===== config.mk =====
export PLATFORM = sky130hd
export DESIGN_NAME = pipe_hazard_ctrl
export DESIGN_NICKNAME = d
export VERILOG_FILES = /design/src/rtl/pipe_pkg.sv /design/src/rtl/md_tracker.sv /design/src/rtl/pipe_hazard_ctrl.sv
export SDC_FILE = /design/constraint.sdc
export NUM_CORES = 1
export LEC_CHECK = 0
export ABC_CLOCK_PERIOD_IN_PS = 1750
export BUFFER_PORTS_ARGS = -buffer_cell sky130_fd_sc_hd__buf_2
export CAP_MARGIN = 0
export CORE_UTILIZATION = 25
export DETAILED_ROUTE_END_ITERATION = 6
export SETUP_SLACK_MARGIN = 0.3
export SLEW_MARGIN = 30
export SYNTH_ARGS = -nofsm -noshare
export SYNTH_HDL_FRONTEND = slang
export SYNTH_SLANG_ARGS = --single-unit

===== constraint.sdc =====
create_clock -name clk -period 1.75 [get_ports clk]
set_input_delay 0.0875 -clock clk [delete_from_list [all_inputs] [get_ports clk]]
set_output_delay 0.0875 -clock clk [all_outputs]
set_load 0.02 [all_outputs]

===== src/rtl/pipe_pkg.sv =====
// pipe_pkg: shared state encoding and default sizes for the pipeline hazard controller
package pipe_pkg;
  typedef enum logic {RUN = 1'b0, MD_BUSY = 1'b1} md_state_e;
  localparam int REG_ADDR_W_DEF = 5;
  localparam int MULDIV_CYCLES_DEF = 32;
endpackage


===== src/rtl/md_tracker.sv =====
// md_tracker: mul/div occupancy FSM with a cycle down-counter and done pulse
module md_tracker
  import pipe_pkg::*;
#(
  parameter int MULDIV_CYCLES = MULDIV_CYCLES_DEF,
  parameter int CNT_W = 6
) (
  input  logic             clk,
  input  logic             rst,
  input  logic             ex_muldiv_start,
  input  logic             accept,
  output logic             md_busy,
  output logic             md_done,
  output logic [CNT_W-1:0] md_cnt
);
  md_state_e state, state_nx;
  logic [CNT_W-1:0] cnt_nx;
  logic take, counting;
  always_ff @(posedge clk) begin
    if (rst) begin
      state <= RUN;
      md_cnt <= '0;
    end else begin
      state <= state_nx;
      md_cnt <= cnt_nx;
    end
  end
  always_comb begin
    take = ex_muldiv_start && accept;
    counting = state == MD_BUSY && md_cnt != '0;
    state_nx = (take || counting) ? MD_BUSY : RUN;
    cnt_nx = take ? CNT_W'(MULDIV_CYCLES - 1) : counting ? md_cnt - 1'b1 : '0;
    md_busy = !rst && state == MD_BUSY;
    md_done = md_busy && md_cnt == '0;
  end
endmodule


===== src/rtl/pipe_hazard_ctrl.sv =====
// pipe_hazard_ctrl: pipeline stall/flush control for load-use, branch and mul/div hazards
// Optional performance counters enabled by PIPE_HAZARD_PERF_EN.
module pipe_hazard_ctrl
  import pipe_pkg::*;
#(
  parameter int REG_ADDR_W = REG_ADDR_W_DEF,
  parameter int MULDIV_CYCLES = MULDIV_CYCLES_DEF,
  parameter int CNT_W = 6
) (
  input  logic                  clk,
  input  logic                  rst,
  input  logic [REG_ADDR_W-1:0] id_rs,
  input  logic [REG_ADDR_W-1:0] id_rt,
  input  logic                  id_uses_rs,
  input  logic                  id_uses_rt,
  input  logic                  id_reads_hilo,
  input  logic                  ex_mem_read,
  input  logic [REG_ADDR_W-1:0] ex_rd,
  input  logic                  ex_muldiv_start,
  input  logic                  ex_branch_taken,
  output logic                  pc_en,
  output logic                  ifid_en,
  output logic                  ifid_flush,
  output logic                  idex_en,
  output logic                  idex_flush,
  output logic                  exmem_flush,
  output logic                  md_busy,
  output logic                  md_done,
  output logic [31:0]           stall_cycles,
  output logic [31:0]           flush_count
);
  logic load_use, md_struct, hilo_haz, br, stall;
  logic [CNT_W-1:0] md_cnt;
  md_tracker #(.MULDIV_CYCLES(MULDIV_CYCLES), .CNT_W(CNT_W)) u_md (
    .clk(clk),
    .rst(rst),
    .ex_muldiv_start(ex_muldiv_start),
    .accept(!ex_branch_taken && !md_struct),
    .md_busy(md_busy),
    .md_done(md_done),
    .md_cnt(md_cnt)
  );
  // A taken branch overrides every stall; md_struct freezes ID/EX instead of bubbling it.
  always_comb begin
    load_use = ex_mem_read && ex_rd != '0 &&
               ((id_uses_rs && id_rs == ex_rd) || (id_uses_rt && id_rt == ex_rd));
    md_struct = ex_muldiv_start && md_busy && md_cnt != '0;
    hilo_haz = id_reads_hilo && (md_busy || ex_muldiv_start);
    br = !rst && ex_branch_taken;
    stall = !rst && !ex_branch_taken && (md_struct || hilo_haz || load_use);
    pc_en = !rst && !stall;
    ifid_en = pc_en;
    ifid_flush = br;
    idex_en = !rst && !(stall && md_struct);
    idex_flush = br || (stall && !md_struct);
    exmem_flush = stall && md_struct;
  end
`ifdef PIPE_HAZARD_PERF_EN
  always_ff @(posedge clk) begin
    if (rst) begin
      stall_cycles <= '0;
      flush_count <= '0;
    end else begin
      if (!pc_en) stall_cycles <= stall_cycles + 1'b1;
      if (br) flush_count <= flush_count + 1'b1;
    end
  end
`else
  assign stall_cycles = '0;
  assign flush_count = '0;
`endif
endmodule


==> results of run 1 <==
-- cell families (layout without fill, tap and decap cells) --
kind of cell    after synthesis  after routing  synth area share
compound gates               17             17            0.1211
xor+xnor                     12             12            0.1038
fa+ha+maj                     1              1           0.01236
buf+inv                      69             46            0.4969
flops                         7              7            0.1384
other cells                   1             64          0.003705
simple gates                 21             21            0.1236
-- critical path: stages (launching register included) --
cell and delay (ns):
dfxtp_2 0.31, inv_2 0.06, ha_4 0.13, or4b_4 0.45, o211ai_1 0.24, a21oi_1 0.13, a211oi_2 0.19, buf_4 0.18
-- timing repair --
| item | in CTS | in global routing |
|---|---|---|
| setup endpoints to repair | 13 | 13 |
| pin swaps | 1 | 0 |
| gates resized for setup | 6 | 1 |
-- synthesized netlist by cell type --
cell type / instances / area (um2)
or4b_4: 1 / 13.76
ha_1: 1 / 12.51
or2b_1: 1 / 7.510
nor3_1: 1 / 5.000
a211oi_1: 1 / 7.510
and3_1: 1 / 6.260
dfxtp_1: 7 / 140.1
or2_4: 1 / 8.760
o22ai_1: 1 / 6.260
buf_1: 1 / 3.750
buf_4: 65 / 488.0
or4_1: 1 / 7.510
conb_1: 1 / 3.750
xnor2_1: 12 / 105.1
o211ai_1: 2 / 15.01
nand2_1: 3 / 11.26
a22oi_4: 1 / 21.27
nand4_1: 2 / 12.51
o21a_1: 1 / 7.510
nor2_1: 5 / 18.77
a31oi_1: 5 / 31.28
nor2b_1: 2 / 12.51
inv_1: 3 / 11.26
a21oi_1: 2 / 10.01
o21ai_0: 3 / 15.01
nor3b_1: 2 / 15.01
nand2b_1: 1 / 6.260
o2bb2ai_1: 1 / 8.760
-- state kept, by name, indices dropped and copies added, names as in the netlist --
signal	cells
u_md.state	1
u_md.md_cnt	6
-- power by group through the flow --
stage	Combinational [mW]	Clock [mW]	Sequential (mW)
after floorplan	0.350	0	0.183
after global placement	0.329	0	0.184
after detailed placement	0.332	0	0.184
after CTS	0.338	0.238	0.181
after global routing	0.371	0.255	0.182
final	0.340	0.229	0.181
-- stage by stage --
step | setup WS, ns | hold WS (ns) | utilization | cells
floorplan | -0.2219 | 0.2112 | - | 191
global placement | -0.02031 | 0.4185 | 0.2830 | 212
detailed placement | -0.06993 | 0.4270 | 0.2830 | 212
CTS | -0.2925 | 0.1867 | 0.2989 | 216
global route | -0.3717 | 0.2116 | 0.2999 | 216
finish | -0.2527 | 0.1958 | 0.2999 | 216
-- per-layer routing --
metal  part of all wire  vias up  track usage  routed length (um)
li1                   -      374            -                   -
met1               0.42      310      0.09928                 703
met2               0.48       54       0.1199                 794
met3              0.099        0      0.03125                 165
met4                  0        0      0.03261                   0
met5                  0        -            0                   0
-- worst paths after layout --
check / from / to / slack, ns
worst min-delay path: ex_muldiv_start / u_md.state / 0.20
worst min register to register: u_md.md_cnt[4] / u_md.md_cnt[4] / 0.53
worst max register to register: u_md.md_cnt[1] / u_md.md_cnt[0] / -0.05
worst max-delay path: u_md.md_cnt[1] / pc_en / -0.25
-- area by class of cell --
type / count / area share
repair buffers: 39 / 0.2080
flip-flops and latches: 7 / 0.1261
inverters: 3 / 0.009956
well taps: 48 / 0.05310
clock buffers: 4 / 0.03982
multi-input cells: 115 / 0.5631
==> impl_metrics.tcl, run 1 <==
set metrics [dict create \
    status "complete, but fails checks" \
    failed_checks "negative setup slack" \
    avgViaCountPerCell 3.417 \
    timing.critical_path.from_type "register" \
    first_pass_grt_wire_length_um 2532 \
    grt.total_usage 0.07951 \
    core_area_um2 3771 \
    numClockSinks 7 \
    cts.repair_timing.setup_buffer_count 0 \
    drv_cap 0 \
    grt_antenna_before_repair 0 \
    cts_buffers 3 \
    endpoint_kind_of_the_worst_setup_timing_path "output pin" \
    synthesis.instances 128 \
    synth.cell_area_um2 1012 \
    setup_total_negative_slack_ns -1.195 \
    synth_seq_cells 7 \
    io_buffer_count 30 \
    first_global_vias 558 \
    clock_tree.buffer_depth 2 \
    power_frac_seq 0.241 \
    vias 738 \
    timing.critical_path.arrival_ns 1.92 \
    power_switching_share 0.4027 \
    cts.reportedPaths.clkPinSlew_ns 0.04 \
    layout.nets 193 \
    ir_drop_mv 0.1817 \
    finalMaxSlewViolations 0 \
    placedInstanceArea_um2 1067 \
    final_common_cell "conb_1" \
    grt_remaining_overflow 0 \
    cts_hold_repair.buffers 0 \
    critPathKind "register to output pin" \
    dr.first_iter.drc_count 39 \
    floorplan.die.width_um 65.63 \
    hold_path_class "primary input to register" \
    pwr-share-comb 0.453 \
    place.gp.congestion 0.7793 \
    timing.final.hold_violations 0 \
    power_mw 0.7499 \
    yosys_cell_types 28 \
    clock_insertion_delay_worst_skew_ns 0.23 \
    period_share 1.144 \
    synth_warnings 0 \
    timing.critical_path.fanout_max 3 \
    fin_ws_ns -0.2527 \
    area_growth_pct 11.74 \
    min_path_cells 3 \
    synthesis.area_per_instance_um2 7.908 \
    final_setup_skew_ns 0.003237 \
    power-per-cell-area_nw_per_um2 663.0 \
    cell_internal_pwr_mw 0.4479 \
    layout_min_cycle_time_ns 2.003 \
    drive_above_1_share 0.3214 \
    dieHeight_um 65.63 \
    seq_area_frac_synth 0.1384 \
    post_route_cell_area_um2 1131 \
    ios 95 \
    cp.required_ns 1.66 \
    multi_input_area_um2 636.9 \
    timing.reg2reg.worst_path_depth 7 \
    n_fill_cell 424 \
    floorplan.initialDensity 0.2684 \
    drtPass1Iterations 4 \
    detail-route-antenna-nets 0 \
    dp.final_hpwl_um 1474 \
    rsz_0062_raised_after_global_routing "true" \
    floorplan.die_area_um2 4307 \
    fp-row-count 22 \
    grt_start_max_net_pins 8 \
    switchingPower_mw 0.3020 \
    timing.final.setup_violations 12 \
    final-seq-area_um2 142.6 \
    root_buffer "clkbuf_8" \
    drt-wirelength-per-cell_um 7.699 \
    route.final.wire_length_um 1663 \
    detail_route.drc_violations 0 \
    max_freq_mhz 499.3 \
    most-common-layout-cells "conb_1 (64), buf_2 (26), xnor2_1 (12)" \
    antenna-diode-count 0 \
    static-leakage-power_nw 0.6039 \
    cts_tree "built" \
    cts-htree-levels 1 \
    clock_power_share 0.305 \
]
No activity file was read; power rests on OpenSTA's default activity.
==> run 2, diff against run 1 <==
Settings changed: BUFFER_PORTS_ARGS -buffer_cell sky130_fd_sc_hd__buf_2 to -buffer_cell sky130_fd_sc_hd__clkbuf_2, SYNTH_HIERARCHICAL set to 1.
==> impl_metrics.tcl, run 2 <==
set metrics [dict create \
    status "complete, but fails checks" \
    failed_checks "negative setup slack" \
    timing.critical_path.fanout_max 5 \
    numClockSinks 7 \
    most-common-layout-cells "conb_1 (64), clkbuf_2 (24), xnor2_1 (13)" \
    hold_start "ex_muldiv_start" \
    timing.critical_path.from_type "register" \
    floorplan.die.width_um 67.23 \
    final-seq-area_um2 142.6 \
    yosys-top-cells-area "buf_4 (46%), dfxtp_1 (13%), xnor2_1 (11%)" \
    io_buffer_count 30 \
    area_growth_pct 21.29 \
    floorplan.initialDensity 0.2640 \
    max_freq_mhz 499.0 \
    fin_ws_ns -0.2539 \
    synth_warnings 6 \
    critical_path.startpoint "u_md/md_cnt[2]" \
    cts-htree-levels 1 \
    largest_register_ff_count 6 \
    cts_buffers 3 \
    cts.reportedPaths.clkPinSlew_ns 0.04 \
    timing.critical_path.arrival_ns 1.92 \
    postLayoutCoreUtil 0.3202 \
    yosysTopAreaCellShare 0.4588 \
    drtPass1Iterations 3 \
    first_pass_grt_wire_length_um 2642 \
    cts_hold_repair.buffers 0 \
    synthesis.instances 131 \
    antenna-diode-count 0 \
    yosys_most_used_dff "dfxtp_1" \
    root_buffer "clkbuf_8" \
    layout_min_cycle_time_ns 2.004 \
    detailedPlace.worstSlack_ns -0.1342 \
    layout.nets 201 \
    dieHeight_um 67.23 \
    drt-wirelength-per-cell_um 7.969 \
    grt_antenna_before_repair 0 \
    fp-row-count 23 \
    multi_input_area_um2 730.7 \
    finalMaxSlewViolations 0 \
    final_common_cell "conb_1" \
    clock_insertion_delay_worst_skew_ns 0.23 \
    rr_startpoint "u_md/md_cnt[2]" \
    avgViaCountPerCell 3.631 \
    ios 95 \
    seq_area_frac_synth 0.1318 \
    endpoint_kind_of_the_worst_setup_timing_path "output pin" \
    drive_above_1_share 0.3829 \
    synth-edff-count 0 \
    detail-route-antenna-nets 0 \
    route.final.wire_length_um 1793 \
    largest_register "u_md/md_cnt" \
    grt_remaining_overflow 0 \
    dp.final_hpwl_um 1472 \
    async_reset_ff_frac 0 \
    detail_route.drc_violations 0 \
    drv_cap 0 \
    power-per-cell-area_nw_per_um2 593.0 \
    rrSetupSlack_ns -0.13 \
    synth_area_leader_cell "buf_4" \
    dp_cells 217 \
    static-leakage-power_nw 0.6418 \
    reg_top3 "u_md/md_cnt x6, u_md/state x1" \
    timing.final.setup_violations 10 \
    synth.cell_area_um2 1064 \
    synth_seq_cells 7 \
    yosys_cell_types 29 \
    final_setup_skew_ns 0.002727 \
    first_global_vias 666 \
    cts_tree "built" \
    layoutNonFillerInstCount 225 \
    vias 817 \
    core_area_um2 4029 \
    clock_tree.buffer_depth 2 \
    place.gp.congestion 0.6953 \
    ir_drop_mv 0.2429 \
    n_fill_cell 418 \
    yosys-top-cells-count "buf_4 (65), xnor2_1 (13), o21ai_0 (8), dfxtp_1 (7)" \
    timing.final.hold_violations 0 \
    critPathKind "register to output pin" \
    period_share 1.145 \
    grt_start_max_net_pins 10 \
    hold_path_class "primary input to register" \
    floorplan.die_area_um2 4519 \
    synthesis.area_per_instance_um2 8.118 \
    rsz_0062_raised_after_global_routing "true" \
    cp.required_ns 1.66 \
    yosysMostFrequentCell "buf_4" \
    grt.total_usage 0.07900 \
    dr.first_iter.drc_count 3 \
]
## run 2: cell count changes after synthesis, sizes merged, moves of 2 or more
cell | before | now
a31oi | 5 | 1
nor2 | 5 | 3
nor2b | 2 | 4
o211ai | 2 | 0
o21ai | 3 | 9
or4 | 1 | 3
## run 2: cell families after synthesis
| kind of cell | synth area share |
|---|---|
| flops | 0.1318 |
| xor+xnor | 0.1071 |
| buf+inv | 0.4659 |
| simple gates | 0.1435 |
| other cells | 0.003526 |
| compound gates | 0.1247 |
| fa+ha+maj | 0.02353 |
## run 2: metal layers
metal  global-route usage  wire, um  up-vias
met5                    0         0        -
li1                     -         -      399
met1              0.06900       623      358
met4              0.03989        29        0
met3              0.03041       200        4
met2               0.1538       939       56
## run 2: final cells by class
class	instances	area share
clock buffer	4	0.03492
timing repair buffer	42	0.2338
sequential	7	0.1106
inverter	2	0.005820
tap	50	0.04850
multi-input combinational	120	0.5664
## run 2: final timing paths
check,end,depth (start not counted)
worst min register to register,u_md/state,2
worst min-delay path,u_md/md_cnt[5],2
worst max register to register,u_md/md_cnt[2],6
worst max-delay path,idex_en,7
## run 2: metrics by stage
| step | area [um2] | power (mW) | TNS (ns) | hold slack, ns |
|---|---|---|---|---|
| floorplan | 1331 | 0.5337 | -0.5230 | 0.1566 |
| finish | 1290 | 0.7649 | -1.693 | 0.1627 |
| detailed placement | 1116 | 0.4973 | -0.8017 | 0.3855 |
| global route | 1290 | 0.8170 | -2.334 | 0.1769 |
| global placement | 1116 | 0.4952 | -0.4428 | 0.3828 |
| CTS | 1226 | 0.7512 | -1.331 | 0.1588 |
## run 2: critical path, cell delays in order (launching register included)
cell and delay, ns:
dfxtp_2 0.31, or4_4 0.53, o311ai_4 0.30, buf_4 0.17, buf_6 0.10, nor2_4 0.03, nor2_2 0.10, clkbuf_8 0.15
## run 2: power by group
part | leakage (nW) | switching, mW | internal, mW
Combinational | 0.561 | 0.231 | 0.127
Clock | 0.0228 | 0.0701 | 0.158
Sequential | 0.0582 | 0.00772 | 0.171
Total | 0.642 | 0.309 | 0.456
## run 2: timing repair
item                       4_1_cts  5_1_grt
setup buffers                    1        3
resized for setup               17       16
setup endpoints to repair       13       13
pin swaps                        5        4
==> run 3, diff against run 2 <==
Settings changed: BUFFER_PORTS_ARGS -buffer_cell sky130_fd_sc_hd__clkbuf_2 to -buffer_cell sky130_fd_sc_hd__buf_2.
==> impl_metrics.tcl, run 3 (synthesized netlist as in run 2, its figures left out) <==
set metrics [dict create \
    status "complete, but fails checks" \
    failed_checks "negative setup slack" \
    critPathKind "register to output pin" \
    dieHeight_um 67.23 \
    first_pass_grt_wire_length_um 2456 \
    max_freq_mhz 499.0 \
    postLayoutCoreUtil 0.3233 \
    drive_above_1_share 0.3876 \
    power-per-cell-area_nw_per_um2 593.1 \
    dr.first_iter.drc_count 23 \
    grt_antenna_before_repair 0 \
    finalMaxSlewViolations 0 \
    detail_route.drc_violations 0 \
    ios 95 \
    cts-htree-levels 1 \
    grt.total_usage 0.07414 \
    endpoint_kind_of_the_worst_setup_timing_path "output pin" \
    hold_path_class "primary input to register" \
    area_growth_pct 22.47 \
    timing.final.setup_violations 11 \
    drt-wirelength-per-cell_um 8.018 \
    cp.required_ns 1.66 \
    reg_top3 "u_md/md_cnt x6, u_md/state x1" \
    layout_min_cycle_time_ns 2.004 \
    cts_hold_repair.buffers 0 \
    dp.final_hpwl_um 1430 \
    largest_register "u_md/md_cnt" \
    timing.final.hold_violations 0 \
    timing.critical_path.fanout_max 4 \
    grt_remaining_overflow 0 \
    layout.nets 204 \
    detail-route-antenna-nets 0 \
    timing.critical_path.arrival_ns 1.92 \
    floorplan.die.width_um 67.23 \
    floorplan.die_area_um2 4519 \
    dp_cells 218 \
    layoutNonFillerInstCount 228 \
    period_share 1.145 \
    io_buffer_count 30 \
    fp-row-count 23 \
    detailedPlace.worstSlack_ns -0.1113 \
    floorplan.initialDensity 0.2640 \
    largest_register_ff_count 6 \
    power_mw 0.7725 \
    clock_insertion_delay_worst_skew_ns 0.23 \
    cts.reportedPaths.clkPinSlew_ns 0.04 \
    most-common-layout-cells "conb_1 (64), buf_2 (25), xnor2_1 (13)" \
    numClockSinks 7 \
    vias 818 \
    drv_cap 0 \
    cts_tree "built" \
    route.final.wire_length_um 1828 \
    core_area_um2 4029 \
    rsz_0062_raised_after_global_routing "true" \
    ir_drop_mv 0.1587 \
    avgViaCountPerCell 3.588 \
    cts_buffers 3 \
    final_setup_skew_ns 0.004744 \
    root_buffer "clkbuf_8" \
    static-leakage-power_nw 0.6512 \
    setup_total_negative_slack_ns -1.671 \
    final_common_cell "conb_1" \
    clock_tree.buffer_depth 2 \
    first_global_vias 623 \
    timing.critical_path.from_type "register" \
    antenna-diode-count 0 \
    place.gp.congestion 0.7318 \
    fin_ws_ns -0.2541 \
    drtPass1Iterations 2 \
    grt_start_max_net_pins 11 \
]
[run 3: cell count changes in the layout (fill, tap and decap cells not counted), moves of 2 or more]
| cell | delta |
|---|---|
| buf_2 | +25 |
| buf_6 | +5 |
| buf_8 | -2 |
| clkbuf_2 | -24 |
| clkbuf_8 | -2 |
[run 3: cell type report]
type                            count  area (um2)
Fill cell                         434        2726
Multi-Input combinational cell    120       732.0
Timing Repair Buffer               45       312.8
Sequential cell                     7       141.4
Tap cell                           50       62.56
Clock buffer                        3       41.29
Inverter                            2       7.507
Clock inverter                      1       5.005
[run 3: path summary, 6_finish.rpt]
path	startpoint	end	slack [ns]	depth (start not counted)
max	u_md/md_cnt[3]	pc_en	-0.25	6
min	ex_muldiv_start	u_md/md_cnt[5]	0.14	2
max reg2reg	u_md/md_cnt[3]	u_md/md_cnt[2]	-0.10	6
min reg2reg	u_md/state	u_md/state	0.50	2
[run 3: per-layer routing]
| metal | GRT usage | wire length (um) | vias up |
|---|---|---|---|
| met3 | 0.03378 | 212 | 3 |
| met1 | 0.06212 | 642 | 357 |
| met4 | 0.03989 | 26 | 0 |
| met5 | 0 | 0 | - |
| met2 | 0.1425 | 947 | 57 |
| li1 | - | - | 401 |
[run 3: critical path, cell delays in order (launching register included)]
cell and delay, ns:
dfxtp_2 0.31, or4_4 0.54, o311ai_4 0.30, buf_4 0.18, nand2_2 0.06, o21ai_4 0.16
buf_6 0.14
[run 3: through the flow]
stage / hold WS (ns) / cell area, um2
2_1_floorplan: 0.1566 / 1331
3_3_place_gp: 0.3727 / 1124
3_5_place_dp: 0.3694 / 1124
4_1_cts: 0.1406 / 1255
5_1_grt: 0.1492 / 1303
6_report: 0.1436 / 1303
[run 3: timing repair]
item | CTS | global route
setup endpoints to repair | 13 | 13
pin swaps | 4 | 1
gates resized for setup | 20 | 8
buffers inserted | 4 | 2
[run 3: where the power goes]
group	leakage (nW)	switching, mW	internal [mW]
clock network	0.0255	0.0738	0.154
logic	0.568	0.234	0.132
registers	0.0579	0.00761	0.171
